[src/rtl/cellrv32_package.sv]
// Shared TRNG definitions: controller state encoding and output byte width.
package cellrv32_package;

  localparam int TRNG_BYTE_W = 8;

  typedef enum logic [2:0] {
    IDLE,
    STARTUP,
    WARMUP,
    RUN,
    ERROR
  } trng_state_t;

endpackage

[src/rtl/cell_trng_debias.sv]
// Von Neumann de-biaser: pairs consecutive samples and packs the emitted bits
// MSB-first into bytes, offering each completed byte for exactly one cycle.
module cell_trng_debias
  import cellrv32_package::*;
(
  input  logic                   clk,
  input  logic                   rst,
  input  logic                   run,
  input  logic                   s,
  output logic                   byte_vld,
  output logic [TRNG_BYTE_W-1:0] byte_data
);

  localparam int CNT_W = $clog2(TRNG_BYTE_W);
  localparam logic [CNT_W-1:0] CNT_LAST = CNT_W'(TRNG_BYTE_W - 1);

  logic                   phase;
  logic                   first;
  logic [TRNG_BYTE_W-1:0] acc;
  logic [CNT_W-1:0]       cnt;
  logic                   bit_vld;

  // A differing pair (first, s) always emits the second sample.
  assign bit_vld   = run & phase & (first ^ s);
  assign byte_vld  = bit_vld & (cnt == CNT_LAST);
  assign byte_data = {acc[TRNG_BYTE_W-2:0], s};

  always_ff @(posedge clk) begin
    if (rst || !run) begin
      phase <= 1'b0;
      first <= 1'b0;
      acc   <= '0;
      cnt   <= '0;
    end else begin
      phase <= ~phase;
      if (!phase) first <= s;
      if (bit_vld) begin
        acc <= {acc[TRNG_BYTE_W-2:0], s};
        cnt <= cnt + 1'b1;
      end
    end
  end

endmodule

[src/rtl/cell_trng_ctrl.sv]
// cellTRNG chain controller: startup/warmup sequencing, raw-bit synchronizer,
// repetition health test and the byte output handshake.
module cell_trng_ctrl
  import cellrv32_package::*;
#(
  parameter int NUM_CELLS  = 3,
  parameter int WARMUP_CYC = 512,
  parameter int REP_LIMIT  = 64
) (
  input  logic                   clk_i,
  input  logic                   rst_i,
  input  logic                   en_i,
  output logic                   cell_en_o,
  output logic                   cell_sel_o,
  input  logic                   cell_done_i,
  input  logic [NUM_CELLS-1:0]   cell_data_i,
  output logic [TRNG_BYTE_W-1:0] rnd_data_o,
  output logic                   rnd_valid_o,
  input  logic                   rnd_ready_i,
  output logic                   busy_o,
  output logic                   err_o
);

  localparam int WARM_W = $clog2(WARMUP_CYC) + 1;
  localparam int REP_W  = $clog2(REP_LIMIT) + 1;

  trng_state_t state, state_next;

  logic                   sync_p0, sync_p1, s_prev;
  logic [WARM_W-1:0]      warm_cnt;
  logic [REP_W-1:0]       rep_cnt, rep_next;
  logic                   trip, abort, run;
  logic                   cell_en_d, busy_d, err_d;
  logic                   byte_vld;
  logic [TRNG_BYTE_W-1:0] byte_data;

  // Stage p0/p1: two-flop synchronizer of the XOR-combined cell outputs.
  always_ff @(posedge clk_i) begin
    if (rst_i) begin
      sync_p0 <= 1'b0;
      sync_p1 <= 1'b0;
      s_prev  <= 1'b0;
    end else begin
      sync_p0 <= ^cell_data_i;
      sync_p1 <= sync_p0;
      s_prev  <= sync_p1;
    end
  end

  // On the first RUN cycle rep_cnt is 0, so the first sample always counts as 1.
  always_comb begin
    rep_next = rep_cnt;
    if (sync_p1 != s_prev)                 rep_next = REP_W'(1);
    else if (rep_cnt < REP_W'(REP_LIMIT))  rep_next = rep_cnt + 1'b1;
  end

  assign trip = (state == RUN) && (rep_next == REP_W'(REP_LIMIT));

  always_ff @(posedge clk_i) begin
    if (rst_i) begin
      state       <= IDLE;
      cell_en_o   <= 1'b0;
      busy_o      <= 1'b0;
      err_o       <= 1'b0;
    end else begin
      state       <= state_next;
      cell_en_o   <= cell_en_d;
      busy_o      <= busy_d;
      err_o       <= err_d;
    end
  end

  always_comb begin
    state_next = state;
    case (state)
      IDLE:    if (en_i) state_next = STARTUP;
      STARTUP: if (cell_done_i) state_next = WARMUP;
      WARMUP:  if (warm_cnt == WARM_W'(WARMUP_CYC - 1)) state_next = RUN;
      RUN:     if (trip) state_next = ERROR;
      ERROR:   state_next = ERROR;
      default: state_next = IDLE;
    endcase
    if (state != IDLE && !en_i) state_next = IDLE;
  end

  always_comb begin
    cell_en_d = (state_next == STARTUP) || (state_next == WARMUP) || (state_next == RUN);
    busy_d    = (state_next != IDLE);
    err_d     = (state_next == ERROR);
  end

  // Leaving RUN (or sitting outside it) flushes the sampling datapath.
  assign abort = (state_next == IDLE) || (state_next == ERROR);
  assign run   = (state == RUN) && (state_next == RUN);

  always_ff @(posedge clk_i) begin
    if (rst_i) begin
      warm_cnt <= '0;
    end else if (state == STARTUP && cell_done_i) begin
      warm_cnt <= '0;
    end else if (state == WARMUP && warm_cnt < WARM_W'(WARMUP_CYC - 1)) begin
      warm_cnt <= warm_cnt + 1'b1;
    end
  end

  always_ff @(posedge clk_i) begin
    if (rst_i || !run) rep_cnt <= '0;
    else               rep_cnt <= rep_next;
  end

  cell_trng_debias u_debias (
    .clk       (clk_i),
    .rst       (rst_i),
    .run       (run),
    .s         (sync_p1),
    .byte_vld  (byte_vld),
    .byte_data (byte_data)
  );

  // A byte offered while the held byte is not being taken is dropped.
  always_ff @(posedge clk_i) begin
    if (rst_i) begin
      rnd_data_o  <= '0;
      rnd_valid_o <= 1'b0;
      cell_sel_o  <= 1'b0;
    end else begin
      if (rnd_valid_o && rnd_ready_i) cell_sel_o <= ~cell_sel_o;
      if (abort) begin
        rnd_data_o  <= '0;
        rnd_valid_o <= 1'b0;
      end else if (byte_vld && (!rnd_valid_o || rnd_ready_i)) begin
        rnd_data_o  <= byte_data;
        rnd_valid_o <= 1'b1;
      end else if (rnd_valid_o && rnd_ready_i) begin
        rnd_valid_o <= 1'b0;
      end
    end
  end

endmodule

[config.mk]
export PLATFORM = sky130hd
export DESIGN_NAME = cell_trng_ctrl
export DESIGN_NICKNAME = d
export VERILOG_FILES = /design/src/rtl/cellrv32_package.sv /design/src/rtl/cell_trng_debias.sv /design/src/rtl/cell_trng_ctrl.sv
export SDC_FILE = /design/constraint.sdc
export NUM_CORES = 1
export LEC_CHECK = 0
export ABC_AREA = 1
export CORE_UTILIZATION = 51
export CTS_CLUSTER_SIZE = 12
export DETAILED_ROUTE_END_ITERATION = 10
export PLACE_DENSITY = 0.75
export SLEW_MARGIN = 20
export SYNTH_ARGS = -nofsm -noshare
export SYNTH_HDL_FRONTEND = slang
export SYNTH_HIERARCHICAL = 1
export SYNTH_SLANG_ARGS = --single-unit
[constraint.sdc]
create_clock -name clk_i -period 2.48 [get_ports clk_i]
set_input_delay 0.248 -clock clk_i [delete_from_list [all_inputs] [get_ports clk_i]]
set_output_delay 0.248 -clock clk_i [all_outputs]
set_load 0.005 [all_outputs]
### Word-level counts from Yosys, hierarchy flattened

Cells that the tools add are included.

* magnitude comparators: 2
* multiplexer cells: 10
* $add $sub $neg: 3
* bitwise logic cells: 6
* reductions and logical operators: 23
* equality and inequality tests: 12

Operators by type and width (count)
* $mux W3: 5
* $pmux W3 S5: 1
* $mux W7: 2
* $eq A3 B2 Y1 const B: 4
* $add A10 B1 Y10 const B: 1
* $eq A10 B9 Y1 const B: 1
* $lt A10 B9 Y1 const B: 1
* $eq A3 B3 Y1 const B: 3
* $add A7 B1 Y7 const B: 1
* $eq A7 B7 Y1 const B: 1
* $logic_and A1 B1 Y1: 7
* $lt A7 B7 Y1 const B: 1
* $eq A3 B1 Y1 const B: 2
* $logic_not A3 Y1: 2
* $reduce_bool A3 Y1: 2
* $logic_or A1 B1 Y1: 5
* $reduce_or A2 Y1: 2
* $add A3 B1 Y3 const B: 1
* $and A1 B1 Y1: 3
* $logic_not A1 Y1: 3
* $reduce_xor A3 Y1: 1
* $mux W1: 2
* $not A1 Y1: 2
* $reduce_bool A2 Y1: 1
* other kinds (2): 2

* register bits: 48
* input bits: 8
* logic and storage cells: 72
* output and inout port bits: 13

### Logic depth before layout (Yosys ltp)

Gate-level depths: netlist (run 1).

* depth after elaboration: 15
* gate-level depth with buffers: 20
* mapped depth without buffers: 19

### By module

Netlist (run 1), hierarchy kept.

By module, submodules not included
* cell_trng_ctrl: area an instance 1714.1 um^2, cells an instance 217, times used 1
* cell_trng_debias: area an instance 649.4 um^2, cells an instance 80, times used 1

### Least setup slack after synthesis (run 1)

Ideal clock, no wire load.

* path type: reg-to-reg
* start point: register rep_cnt[0]
* end point: register rnd_data_o[2]
* path buffers: 1
* data arrival time: 2.427 ns
* clock period less this slack: 2.546 ns
* setup time: 0.119 ns
* path slack: -0.066 ns
* stages on the path, launching flop included: 20
* cells stage by stage: dfxtp_1 > ha_1 > nand3_1 > o21ai_2 > nand2_1 > nand2_1 > inv_1 > nand3_2 > nand2_2 > nand2_4 > nand2_1 > nor2_1 > nand2_2 > nor2_8 > buf_12 > nand2_4 > nor2_2 > nand2_1 > mux2i_1 > a21oi_2

* word-level cells in the longest chain between the ends: 14
* elaborated cells on any way between the ends: 19

Ends and longest elaborated chain
* start: declaration: RTL line cell_trng_ctrl.sv:31 `logic [REP_W-1:0] rep_cnt, rep_next;`
* start signal: assignment: RTL line cell_trng_ctrl.sv:108 `else rep_cnt <= rep_next;`
* $add A7 B1 Y7 / $lt A7 B7 Y1 (equally long branches): RTL line cell_trng_ctrl.sv:54 `else if (rep_cnt < REP_W'(REP_LIMIT)) rep_next = rep_cnt + 1'b1;`
* $mux W7 *: RTL line cell_trng_ctrl.sv:54
* $mux W7 *: RTL line cell_trng_ctrl.sv:53 `if (sync_p1 != s_prev) rep_next = REP_W'(1);`
* $eq A7 B7 Y1 *: RTL line cell_trng_ctrl.sv:57 `assign trip = (state == RUN) && (rep_next == REP_W'(REP_LIMIT));`
* $logic_and A1 B1 Y1 *: RTL line cell_trng_ctrl.sv:57
* $mux W3 *: RTL line cell_trng_ctrl.sv:79 `RUN: if (trip) state_next = ERROR;`
* $pmux W3 S5 *: RTL line cell_trng_ctrl.sv:75 `case (state)`
* $mux W3 *: RTL line cell_trng_ctrl.sv:83 `if (state != IDLE && !en_i) state_next = IDLE;`
* $eq A3 B2 Y1 *: RTL line cell_trng_ctrl.sv:94 `assign run = (state == RUN) && (state_next == RUN);`
* $logic_and A1 B1 Y1 *: RTL line cell_trng_ctrl.sv:94
* via run: RTL line cell_trng_ctrl.sv:32 `logic trip, abort, run;`
* $and A1 B1 Y1 * (2 in a row): RTL line cell_trng_debias.sv:24 `assign bit_vld = run & phase & (first ^ s);`
* $and A1 B1 Y1 *: RTL line cell_trng_debias.sv:25 `assign byte_vld = bit_vld & (cnt == CNT_LAST);`
* via byte_vld: RTL line cell_trng_ctrl.sv:34 `logic byte_vld;`
* $logic_and A1 B1 Y1 *: RTL line cell_trng_ctrl.sv:131 `end else if (byte_vld && (!rnd_valid_o || rnd_ready_i)) begin`
* end signal: assignment: RTL line cell_trng_ctrl.sv:132 `rnd_data_o <= byte_data;`
* end: declaration: RTL line cell_trng_ctrl.sv:17 `output logic [TRNG_BYTE_W-1:0] rnd_data_o,`

The timed path passes the listed nets; every way through them passes the cells marked *.
A chain may end at the register's enable or synchronous reset.

### Worst setup path in the final report (run 1)

* start point: register rep_cnt[1]
* end point: register rnd_data_o[2]

Same word-level chain as after synthesis.

==> flow_metrics.env, run 1 <==
export IMPL_rows=24
export IMPL_cp_required_ns=2.67
export IMPL_synth_top_flop_cell="dfxtp_1"
export IMPL_slew_headroom_pct=67.71
export IMPL_first_pass_iters=4
export IMPL_ys_ff_latch=48
export IMPL_hold_viol_final=0
export IMPL_netlist_area_leader_share_pct=40.66
export IMPL_synth_warnings=6
export IMPL_cp_max_fo=8
export IMPL_yosysMostFrequentCell="nand2_1"
export IMPL_timing_fmax_mhz=434.9
export IMPL_ys_types=36
export IMPL_cp_start_kind="flip-flop"
export IMPL_numCtsBuffers=5
export IMPL_dieArea_sq_um=4911
export IMPL_maxCapViolations=0
export IMPL_min_period_ns=2.299
export IMPL_critPathMaxStageDelay_ns=0.38
export IMPL_grt_pass1_vias=1717
export IMPL_critPathTopFamily="simple AND/OR/NAND/NOR gates"
export IMPL_clock_latency_ns=0.31
export IMPL_clk_path_buf_depth=2
export IMPL_layout_nets=336
export IMPL_detail_route_iter0_violations=90
export IMPL_grt_max_degree=20
export IMPL_netlist_top_cells_area="dfxtp_1 (41%), nand2_1 (8.6%), a21oi_2 (6.3%), inv_1 (5.9%), nor2_1 (5.6%)"
export IMPL_synthCells=297
export IMPL_gp_congestion=0.8186
export IMPL_reg2reg_from="rep_cnt[1]$_SDFF_PP0_"
export IMPL_path_buf_inv=1
export IMPL_grt_pass1_wl_um=7258
export IMPL_cpMaxStageDelayCell="dfxtp_4"
export IMPL_die_y_um=70.08
export IMPL_peakVddDrop_mv=0.3041
export IMPL_hold_depth=2
export IMPL_diodes=0
export IMPL_cp_startpoint="rep_cnt[1]$_SDFF_PP0_"
export IMPL_grt_usage_pct=18.47
export IMPL_period_share_pct=92.72
export IMPL_finalPower_mw=1.570
export IMPL_die_x_um=70.08
export IMPL_synth_area_sq_um=2364
export IMPL_viasPerCell=5.160
export IMPL_start_util_pct=53.54
export IMPL_worstPathCellList="ha_4 -> nand3_2 -> o21ai_2 -> nand2_1 -> nand2_1 -> inv_1 -> nand3_2 -> nand2_2 -> nand2_4 -> nand2_2 -> nor2_2 -> nand2_2 -> nor2_8 -> nand2_4 -> nor2_4 -> nand2_4 -> mux2i_2 -> a21oi_2"
export IMPL_power_leakage_nw=1.072
export IMPL_async_reset_ff_share_pct=0
export IMPL_antenna_found_initial=0
export IMPL_min_path_type="reg2reg"
export IMPL_cp_data_arrival_time_ns=2.49
export IMPL_dp_hpwl_um=3061
export IMPL_coreArea_sq_um=4414
export IMPL_drtAntennaViolNets=0
export IMPL_io_buffers=20
export IMPL_clkSinkCount=48
export IMPL_yosysSeqAreaShare_pct=40.66
export IMPL_cts_tree="built"
export IMPL_crit_type="reg2reg"
export IMPL_drive_gt1_share_pct=22.22
export IMPL_path_depth=18
export IMPL_powerDensity_nw_per_um2=563.5
export IMPL_ys_top_cells_by_count="nand2_1 (54), dfxtp_1 (48), inv_1 (37)"
export IMPL_setup_violations=0
export IMPL_reg2reg_depth=18
export IMPL_drv_slew=0
export IMPL_min_from="sync_p0$_SDFF_PP0_"
export IMPL_drt_total_wl_um=4318
export IMPL_rsz0062_at_grt="false"
export IMPL_route_detailed_drc=0
export IMPL_synth_edff_count=0
export IMPL_run_status="finished clean"
export IMPL_worst_setup_path_end_kind="flip-flop"
export IMPL_tightest_slew_ns=0.4827
export IMPL_ios=21
export IMPL_syn_to_final_growth_pct=17.89
export IMPL_cts_root_buf="clkbuf_8"
export IMPL_yosysTopAreaCell="dfxtp_1"
export IMPL_grt_overflow=0
export IMPL_final_core_util_pct=63.12
export IMPL_cts_reportedPaths_clkPinSlew_ns=0.09
export IMPL_vias=1940
export IMPL_fin_skew_ns=0.01151
export IMPL_avgRoutedWirePerCell_um=11.48
export IMPL_h_tree_depth=2
export IMPL_syn_avg_cell_area_sq_um=7.958
export IMPL_synth_fp_nets=309
## cell type report
class                      instances  area, sq um
fill                             386         1628
tap                               52        65.06
clock inverter                     2        60.06
inverter                          45        168.9
multi-input combinational        198         1207
sequential                        48        970.9
timing repair buffer              26        245.2
clock buffer                       5        68.82
## stage by stage
stage	instance area, sq um	worst slack [ns]	hold WS [ns]	instances	TNS, ns
floorplan	2366	0.02986	0.3192	297	0
global placement	2594	0.1187	0.3896	368	0
detailed placement	2594	-0.005457	0.3941	368	-0.007121
CTS	2728	0.01684	0.4069	375	0
global route	2786	0.004941	0.4309	376	0
finish	2786	0.1807	0.4053	376	0
## worst reg2reg max path, cell delays in order, from the launching register on
cell	delay, ns
dfxtp_4	0.38
ha_4	0.15
nand3_2	0.09
o21ai_2	0.16
nand2_1	0.07
nand2_1	0.05
inv_1	0.04
nand3_2	0.06
nand2_2	0.07
nand2_4	0.09
nand2_2	0.05
nor2_2	0.15
nand2_2	0.11
nor2_8	0.11
nand2_4	0.06
nor2_4	0.16
nand2_4	0.13
mux2i_2	0.21
a21oi_2	0.05
## layer usage
layer  GRT usage, %  routed length, um
met1          23.61               2083
met2          29.38               1971
met3          4.762                185
met4          8.000                 78
met5              0                  0
## flip-flops by register name, indices dropped and copies added, names as in the netlist, 3 cells and up
register      count
warm_cnt         10
rnd_data_o        8
rep_cnt           7
u_debias/acc      7
state             3
u_debias/cnt      3
## cells in the final DEF, fill, tap and decap left out, drive strengths merged, types with 3 or more instances in the layout
cell type	Yosys	final
ha	4	4
dfxtp	48	48
nor2	40	40
a21oi	30	30
xor2	3	3
o21ai	8	8
buf	6	6
nand3	24	24
mux2i	8	8
clkbuf	0	5
nand2	61	61
clkdlybuf4s50	0	20
nor3	5	5
inv	44	44
nand4	6	6
nor4	3	3
## cell families (layout without fill, tap and decap cells)
| kind of cell | after synthesis | count (layout) | share of synthesized area, % |
|---|---|---|---|
| AND/OR/NAND/NOR | 141 | 141 | 30.23 |
| buffers and inverters | 51 | 78 | 10.32 |
| flip-flops | 48 | 48 | 40.66 |
| AO/OA/AOI/OAI | 42 | 42 | 12.18 |
| multiplexers | 8 | 8 | 3.388 |
| adder cells (fa/ha/maj) | 4 | 4 | 2.118 |
| XOR/XNOR | 3 | 3 | 1.112 |
## path summary, 6_finish.rpt
| path | end | slack, ns |
|---|---|---|
| worst min register to register | sync_p1$_SDFF_PP0_ | 0.41 |
| worst min-delay path | sync_p1$_SDFF_PP0_ | 0.41 |
| worst max-delay path | rnd_data_o[2]$_SDFFE_PP0P_ | 0.18 |
| worst max register to register | rnd_data_o[2]$_SDFFE_PP0P_ | 0.18 |
## repair_timing
item                                   CTS  global route
resized for setup                        1            16
setup endpoints to repair                7            17
hold buffers                             0             0
pin swaps                                0             8
setup buffers                            0             1
endpoints found under the hold margin    0             0
## report_power, final
part,internal (mW),switching (mW)
clock,0.397,0.257
combinational,0.0504,0.0766
sequential,0.782,0.00726
Note: power is estimated with default switching activity, not from simulation.
==> run 2: changes to the inputs <==
SLEW_MARGIN = unset   (was 20)
==> results of run 2 <==
Final layout, timing and power as in run 1 (identical DEF).
